## config.mk

```make
export PLATFORM = sky130hd
export DESIGN_NAME = i2s_tx_serializer
export DESIGN_NICKNAME = d
export VERILOG_FILES = /design/src/rtl/i2s_pkg.sv /design/src/rtl/i2s_tx_serializer_clk_gen.sv /design/src/rtl/i2s_tx_serializer.sv
export SDC_FILE = /design/constraint.sdc
export NUM_CORES = 1
export LEC_CHECK = 0
export ABC_AREA = 0
export CAP_MARGIN = 20
export CORE_AREA = 5 5 98 100
export DETAILED_ROUTE_END_ITERATION = 7
export DIE_AREA = 0 0 103 105
export SLEW_MARGIN = 0
export SYNTH_ARGS = -nofsm -noshare
export SYNTH_HDL_FRONTEND = slang
export SYNTH_SLANG_ARGS = --single-unit
export TNS_END_PERCENT = 10
```

## constraint.sdc

```tcl
create_clock -name clk -period 3.9 [get_ports clk]
set_clock_uncertainty 0.1 [all_clocks]
set_input_delay 0.78 -clock clk [delete_from_list [all_inputs] [get_ports clk]]
set_output_delay 0.78 -clock clk [all_outputs]
set_load 0.02 [all_outputs]
```

## src/rtl/i2s_pkg.sv

```systemverilog
// Purpose : shared constants, sample-pair type and slot-to-bit helper for the I2S transmitter.
// Latency : n/a (package).
// Backpressure: n/a (package).
package i2s_pkg;

  localparam int DATA_W     = 16;    // sample width per channel
  localparam int FRAME_CLKS = 1024;  // clk cycles per LRCLK period (power of 2)
  localparam int SCLK_DIV   = 16;    // clk cycles per SCLK period

  localparam int CNT_W  = $clog2(FRAME_CLKS);     // frame counter width (10)
  localparam int SDIV_W = $clog2(SCLK_DIV);       // clk-in-slot field width (4)
  localparam int SLOT_W = CNT_W - 1 - SDIV_W;     // slot index width (5 -> 32 slots/channel)
  localparam int IDX_W  = $clog2(DATA_W);         // bit index within a sample

  // I2S places the MSB one SCLK after the LRCLK edge.
  localparam int SLOT_MSB = 1;
  localparam int SLOT_LSB = 16;

  typedef struct packed {
    logic signed [DATA_W-1:0] lft;
    logic signed [DATA_W-1:0] rht;
  } smpl_pair_t;

  // Bit driven on SDin during slot k of one channel half; zero outside the data window.
  function automatic logic slot_bit(input logic [DATA_W-1:0] word,
                                    input logic [SLOT_W-1:0] k);
    if ((int'(k) >= SLOT_MSB) && (int'(k) <= SLOT_LSB)) begin
      return word[IDX_W'(SLOT_LSB - int'(k))];
    end
    return 1'b0;
  endfunction

endpackage

```

## src/rtl/i2s_tx_serializer_clk_gen.sv

```systemverilog
// Purpose : free-running frame counter producing MCLK/SCLK/LRCLK plus slot strobes for the serializer.
// Latency : clocks are counter flop bits directly (0 logic levels); strobes are combinational from the count.
// Backpressure: none, free-running.
//
// Ports:
//   clk, rst       system clock, synchronous active-high reset
//   mclk_o         cnt[1]   (clk/4)
//   sclk_o         cnt[3]   (clk/16)
//   lrclk_o        cnt[9]   (clk/1024, 0 = left half)
//   slot_edge_o    high in the cycle whose clk edge starts a new SCLK slot (cnt[3:0] == 15)
//   slot_nxt_o     slot index k of the slot that starts on that edge
//   lr_nxt_o       channel half of the slot that starts on that edge
//   frm_bnd_o      high in the last cycle of a frame (cnt == 1023)
module i2s_clk_gen
  import i2s_pkg::*;
(
  input  logic              clk,
  input  logic              rst,
  output logic              mclk_o,
  output logic              sclk_o,
  output logic              lrclk_o,
  output logic              slot_edge_o,
  output logic [SLOT_W-1:0] slot_nxt_o,
  output logic              lr_nxt_o,
  output logic              frm_bnd_o
);

  logic [CNT_W-1:0] cnt_q;
  logic [CNT_W-1:0] cnt_d;

  // Wraps naturally at FRAME_CLKS since the frame length is a power of 2.
  assign cnt_d = cnt_q + 1'b1;

  always_ff @(posedge clk) begin
    if (rst) begin
      cnt_q <= '0;
    end else begin
      cnt_q <= cnt_d;
    end
  end

  // Codec clocks come straight off counter flops so they are glitch-free.
  assign mclk_o  = cnt_q[1];
  assign sclk_o  = cnt_q[SDIV_W-1];
  assign lrclk_o = cnt_q[CNT_W-1];

  // SCLK falls on the edge where the low field wraps; SDin changes there and
  // is stable for the codec at the following SCLK rise.
  assign slot_edge_o = &cnt_q[SDIV_W-1:0];
  assign slot_nxt_o  = cnt_d[CNT_W-2:SDIV_W];
  assign lr_nxt_o    = cnt_d[CNT_W-1];

  assign frm_bnd_o = &cnt_q;

endmodule

```

## src/rtl/i2s_tx_serializer.sv

```systemverilog
// Purpose : buffers one left/right pair and serializes it MSB-first onto SDin in I2S format, mastering MCLK/SCLK/LRCLK.
// Latency : pair accepted in frame N is sent in frame N+1; left MSB reaches SDin at cnt=16 of that frame.
// Backpressure: smpl_rdy (registered) low while the single-entry buffer is full; it frees at each frame boundary.
//
// Ports:
//   clk, rst           system clock (50 MHz), synchronous active-high reset
//   lft_in, rht_in     signed 16-bit sample pair
//   smpl_vld/smpl_rdy  valid/ready handshake, transfer on smpl_vld & smpl_rdy
//   frm_strt           one-clk pulse when a buffered pair enters the shift stage
//   underrun           one-clk pulse when a frame boundary finds the buffer empty
//   MCLK, SCLK, LRCLK  codec clocks (clk/4, clk/16, clk/1024)
//   SDin               serial data to the codec, sampled by it on SCLK rise
module i2s_tx_serializer
  import i2s_pkg::*;
(
  input  logic                     clk,
  input  logic                     rst,
  input  logic signed [DATA_W-1:0] lft_in,
  input  logic signed [DATA_W-1:0] rht_in,
  input  logic                     smpl_vld,
  output logic                     smpl_rdy,
  output logic                     frm_strt,
  output logic                     underrun,
  output logic                     MCLK,
  output logic                     SCLK,
  output logic                     LRCLK,
  output logic                     SDin
);

  logic              slot_edge;
  logic [SLOT_W-1:0] slot_nxt;
  logic              lr_nxt;
  logic              frm_bnd;

  i2s_clk_gen u_clk_gen (
    .clk         (clk),
    .rst         (rst),
    .mclk_o      (MCLK),
    .sclk_o      (SCLK),
    .lrclk_o     (LRCLK),
    .slot_edge_o (slot_edge),
    .slot_nxt_o  (slot_nxt),
    .lr_nxt_o    (lr_nxt),
    .frm_bnd_o   (frm_bnd)
  );

  smpl_pair_t buf_q,      buf_d;
  logic       buf_full_q, buf_full_d;
  smpl_pair_t act_q,      act_d;
  logic       rdy_q,      rdy_d;
  logic       frm_strt_q, frm_strt_d;
  logic       underrun_q, underrun_d;
  logic       sdin_q,     sdin_d;
  logic       accept;

  assign accept = smpl_vld & rdy_q;

  always_comb begin
    buf_d      = buf_q;
    buf_full_d = buf_full_q;
    act_d      = act_q;
    frm_strt_d = 1'b0;
    underrun_d = 1'b0;
    sdin_d     = sdin_q;

    // Frame boundary: promote the buffered pair, or send silence.
    if (frm_bnd) begin
      if (buf_full_q) begin
        act_d      = buf_q;
        buf_full_d = 1'b0;
        frm_strt_d = 1'b1;
      end else begin
        act_d      = '0;
        underrun_d = 1'b1;
      end
    end

    // rdy_q is low whenever the buffer is full, so an accept never collides
    // with the promotion above; an accept on an empty boundary feeds the next frame.
    if (accept) begin
      buf_d.lft  = lft_in;
      buf_d.rht  = rht_in;
      buf_full_d = 1'b1;
    end

    // act_q is used even on the boundary edge: the slot starting there is
    // slot 0, which drives 0 regardless of the active pair.
    if (slot_edge) begin
      sdin_d = slot_bit(lr_nxt ? act_q.rht : act_q.lft, slot_nxt);
    end

    rdy_d = ~buf_full_d;
  end

  always_ff @(posedge clk) begin
    if (rst) begin
      buf_q      <= '0;
      buf_full_q <= 1'b0;
      act_q      <= '0;
      rdy_q      <= 1'b0;
      frm_strt_q <= 1'b0;
      underrun_q <= 1'b0;
      sdin_q     <= 1'b0;
    end else begin
      buf_q      <= buf_d;
      buf_full_q <= buf_full_d;
      act_q      <= act_d;
      rdy_q      <= rdy_d;
      frm_strt_q <= frm_strt_d;
      underrun_q <= underrun_d;
      sdin_q     <= sdin_d;
    end
  end

  assign smpl_rdy = rdy_q;
  assign frm_strt = frm_strt_q;
  assign underrun = underrun_q;
  assign SDin     = sdin_q;

endmodule

```

==> summary by stage <==
Timing
The count of endpoints failing hold in the final timing report is 0. Timing would allow up to 285 MHz. The final critical-path required period is 3.51 ns. Setup violations remaining at the end of the flow were counted as 0.

Setup repair after global routing left no endpoint under its margin. The number of max-slew violations in the final report is 0. The share of the cycle needed by the critical path after routing is 90.0%.

The transition time at the pin with the least slew margin is 0.805 ns. The setup TNS after final layout is 0 ns. The relative slew slack is 46.2%.

Final layout
The share of final-layout standard cells stronger than drive strength 1 is 9.44%. With fillers left out, the area of the finished cells amounts to 4000 um^2. The signed area change from the synthesized netlist to the final layout is 20.3%. After the last flow step, the layout net total stands at 425. The number of filler cells placed in the layout is 870. The repair_antennas step left the layout with diodes totalling 0.

Floorplan
The placement row count is 34. The die covers 10800 um^2. For this configuration, the core starts out at a cell density of 38.7%. The I/O pin total is 42. The die extent in x is 103 um. The floorplan step defined a core boundary enclosing 8590 um^2. The die height is 105 um.

Placed design
Summing all placed instances gives a cell area of 3770 um^2. The wire-length estimate of the detail-placed layout is 4.97 mm. The count of buffers inserted at the top-level ports is 41. The last weighted congestion value of the routability-driven placer is 0.853.

Run status
The flow ran to the end, and the final reports show no timing, DRC or antenna violations.

Worst setup path
Counting buffers and inverters, the worst setup path is 12 cells deep. The setup slack of the worst register-to-register path is 0.39 ns. Among all stages on the critical path, the largest delay is contributed by sky130_fd_sc_hd__dfxtp_1. The worst setup path is of the reg2reg kind.

Walking the worst path, the cells encountered are ha_1, nand3_2, xnor2_4, inv_1, ha_1, or2_2, a211o_1, and2_2, a2111oi_0, a2111oi_0, a311oi_1, o31ai_1. STA classifies the critical path endpoint as a flop. Of all nets on the critical path, the largest fanout is 8. The worst setup path is launched from a flop.

In this design, the largest share of critical-path delay is due to compound AO/OA/AOI/OAI gates. The required time of the worst setup path is 4.03 ns. The count of buffer and inverter cells on the critical path is 1. In this design, the stage delay of the slowest critical-path cell is 0.45 ns. The worst register-to-register path has a depth of 12. The critical path data arrival time is 3.64 ns.

Pwr
Dividing total power by cell area gives a power density of 381 nW/um^2. The analysis attributes to cell leakage a power of 0.00145 uW. The worst vdd rail ir drop is 238 uV.

Route
The final route contains 2600 vias. The final wirelength is 7.08 mm. The ratio of routed vias to standard cells is 5.20. For this run, the detailed router's first-pass iteration total came to 4. After detailed routing, the average wire length per cell comes to 14.2 um. In the routed design, unresolved DRC markers number 0. The count of routing violations after the opening detailed-route iteration is 78. The count of nets left with antenna violations once routing finished came out at 0.

Synthesis
The number of enable flip-flop cells after synthesis is 0. The number of synthesized register bits is 79. For this run, the leading register cell type out of synthesis is sky130_fd_sc_hd__dfxtp_1. The number of nets handed over by synthesis was 393. The cell area after synthesis is 3320 um^2. After synthesis, flip-flops and latches occupy 47.6% of the total area. The Yosys warning count is 0. The share of flip-flops with an asynchronous set or reset is 0%. After synthesis, the mean cell area works out to 9.36 um^2.

The number of distinct library cells after synthesis is 52. The synthesized instance count is 355.

Global route
The initial antenna violation count is 0. The first global-routing pass estimated 11.4 mm of wire. The overall fraction of global-route tracks in use is 13.4%. The number of global-route vias before repair is 2433. The pin count of the biggest net entering global routing is 49. For this run the aggregate overflow at the end of global routing stands at 0.

Clock network
The cell sitting at the root of the clock tree is a sky130_fd_sc_hd__clkbuf_8. The H-tree was split into 3 levels. The tree built by TritonCTS fans out to 79 sinks. For this design, the CTS-stage hold fixing added 0 buffers. The clock reaches the later pin of the worst-skew pair after 0.34 ns. The TritonCTS clock tree is yes.

The clock slew seen by the registers of the worst setup and hold paths is 0.08 ns. TritonCTS created 9 clock buffers. The clock passes through at most 2 buffers.

Min path
The worst hold path belongs to the class reg2reg. The worst hold path stage count is 2.

Job
Max-cap violations in this run came to 0.
worst register-to-register path, cell delays in order, from the launching register on:
cell,delay (ns)
sky130_fd_sc_hd__dfxtp_1,0.45
sky130_fd_sc_hd__ha_1,0.29
sky130_fd_sc_hd__nand3_2,0.24
sky130_fd_sc_hd__xnor2_4,0.27
sky130_fd_sc_hd__inv_1,0.13
sky130_fd_sc_hd__ha_1,0.25
sky130_fd_sc_hd__or2_2,0.29
sky130_fd_sc_hd__a211o_1,0.30
sky130_fd_sc_hd__and2_2,0.22
sky130_fd_sc_hd__a2111oi_0,0.31
sky130_fd_sc_hd__a2111oi_0,0.12
sky130_fd_sc_hd__a311oi_1,0.31
sky130_fd_sc_hd__o31ai_1,0.12
synthesized netlist by cell type (all sizes together) (3+ instances only):
library cell | count | area, um^2
a21oi | 34 | 170
mux4 | 3 | 78.8
buf | 14 | 92.6
ha | 3 | 37.5
nand3 | 8 | 45.0
nor2 | 17 | 80.1
nand2b | 5 | 31.3
nand2 | 75 | 282
nor2b | 4 | 25.0
nand4 | 5 | 43.8
xnor2 | 6 | 71.3
xor2 | 4 | 35.0
dfxtp | 79 | 1580
clkbuf | 12 | 45.0
nor3 | 7 | 35.0
mux2i | 4 | 40.0
a311oi | 3 | 26.3
a2111oi | 5 | 43.8
inv | 4 | 15.0
a22o | 33 | 290
cell families (layout without fill, tap and decap cells):
logic type | Yosys count | after routing | synth area share, %
adders and majority gates | 3 | 3 | 1.13
xor gates and xnor gates | 10 | 10 | 3.20
buffers and inverters | 30 | 67 | 4.59
AOI/OAI and AO/OA | 92 | 92 | 20.1
DFF | 79 | 79 | 47.6
muxes | 9 | 9 | 4.25
and+or+nand+nor | 132 | 132 | 19.1
where the power goes:
group	switching (uW)	leakage (uW)	internal (uW)
registers	13.8	0.000640	826
clock network	288	0.0000960	294
logic	47.2	0.000713	54.0
routing by layer:
metal	part of all wire, %	GRT usage, %	vias to the layer above
li1	-	-	1337
met1	46	16.9	1209
met2	48	21.1	42
met3	3.4	3.13	12
met4	2.2	6.85	0
met5	0	0	-
layout by cell type (no fill, tap or decap), types with 2 or more instances in the layout:
master	netlist	routed
sky130_fd_sc_hd__buf_4	3	5
sky130_fd_sc_hd__nand2b_1	5	5
sky130_fd_sc_hd__a22o_1	32	32
sky130_fd_sc_hd__inv_1	4	4
sky130_fd_sc_hd__nand4_2	2	2
sky130_fd_sc_hd__nand3_1	7	7
sky130_fd_sc_hd__mux2_2	2	2
sky130_fd_sc_hd__o22ai_1	2	2
sky130_fd_sc_hd__a21oi_1	34	34
sky130_fd_sc_hd__xnor2_1	5	5
sky130_fd_sc_hd__clkinv_2	0	3
sky130_fd_sc_hd__o31ai_1	2	2
sky130_fd_sc_hd__mux2i_1	4	4
sky130_fd_sc_hd__nand2_1	75	75
sky130_fd_sc_hd__ha_1	3	3
sky130_fd_sc_hd__nor3_1	7	7
sky130_fd_sc_hd__nor2b_1	4	4
sky130_fd_sc_hd__xor2_1	4	4
sky130_fd_sc_hd__a2111oi_0	5	5
sky130_fd_sc_hd__nor2_1	16	16
sky130_fd_sc_hd__a311oi_1	3	3
sky130_fd_sc_hd__clkdlybuf4s50_1	0	41
sky130_fd_sc_hd__a211o_1	2	2
sky130_fd_sc_hd__dfxtp_1	79	79
sky130_fd_sc_hd__nand3b_1	2	2
sky130_fd_sc_hd__nand4_1	3	3
sky130_fd_sc_hd__o31a_1	2	2
sky130_fd_sc_hd__clkbuf_8	0	9
sky130_fd_sc_hd__mux4_1	3	3
final cells by class:
cell class,instances,area [um^2],area share [%]
multi-input cells,246,1600,40.0
flip-flops and latches,79,1580,39.6
repair buffers,47,475,11.9
well taps,108,135,3.38
clock buffers,10,128,3.19
clock inverters,6,61.3,1.53
inverters,4,15.0,0.376
final timing paths:
path | start | end
worst max register to register | u_clk_gen.cnt_q[0] | SDin
worst min register to register | buf_q[1] | buf_q[1]
worst max-delay path | u_clk_gen.cnt_q[0] | SDin
worst min-delay path | buf_q[1] | buf_q[1]
state kept, by name (all words and copies together) (netlist names):
signal	flops
u_clk_gen.cnt_q	10
underrun	1
frm_strt	1
smpl_rdy	1
act_q	32
buf_full_q	1
buf_q	32
SDin	1
per-stage QoR:
step	std cells	worst slack, ns	util (%)	hold slack (ns)	total power, uW
2_1_floorplan	355	0.548	-	0.314	905
3_3_place_gp	482	0.427	43.9	0.333	956
3_5_place_dp	482	0.241	43.9	0.341	958
4_1_cts	498	0.230	46.1	0.357	1550
5_1_grt	500	0.148	46.5	0.376	1590
6_report	500	0.392	46.5	0.356	1520
what timing repair did:
action / in CTS / in global routing
endpoints found under the setup margin: 0 / 1
resized for setup: 0 / 0
buffers inserted: 0 / 1
Note: power is estimated with default switching activity, not from simulation.
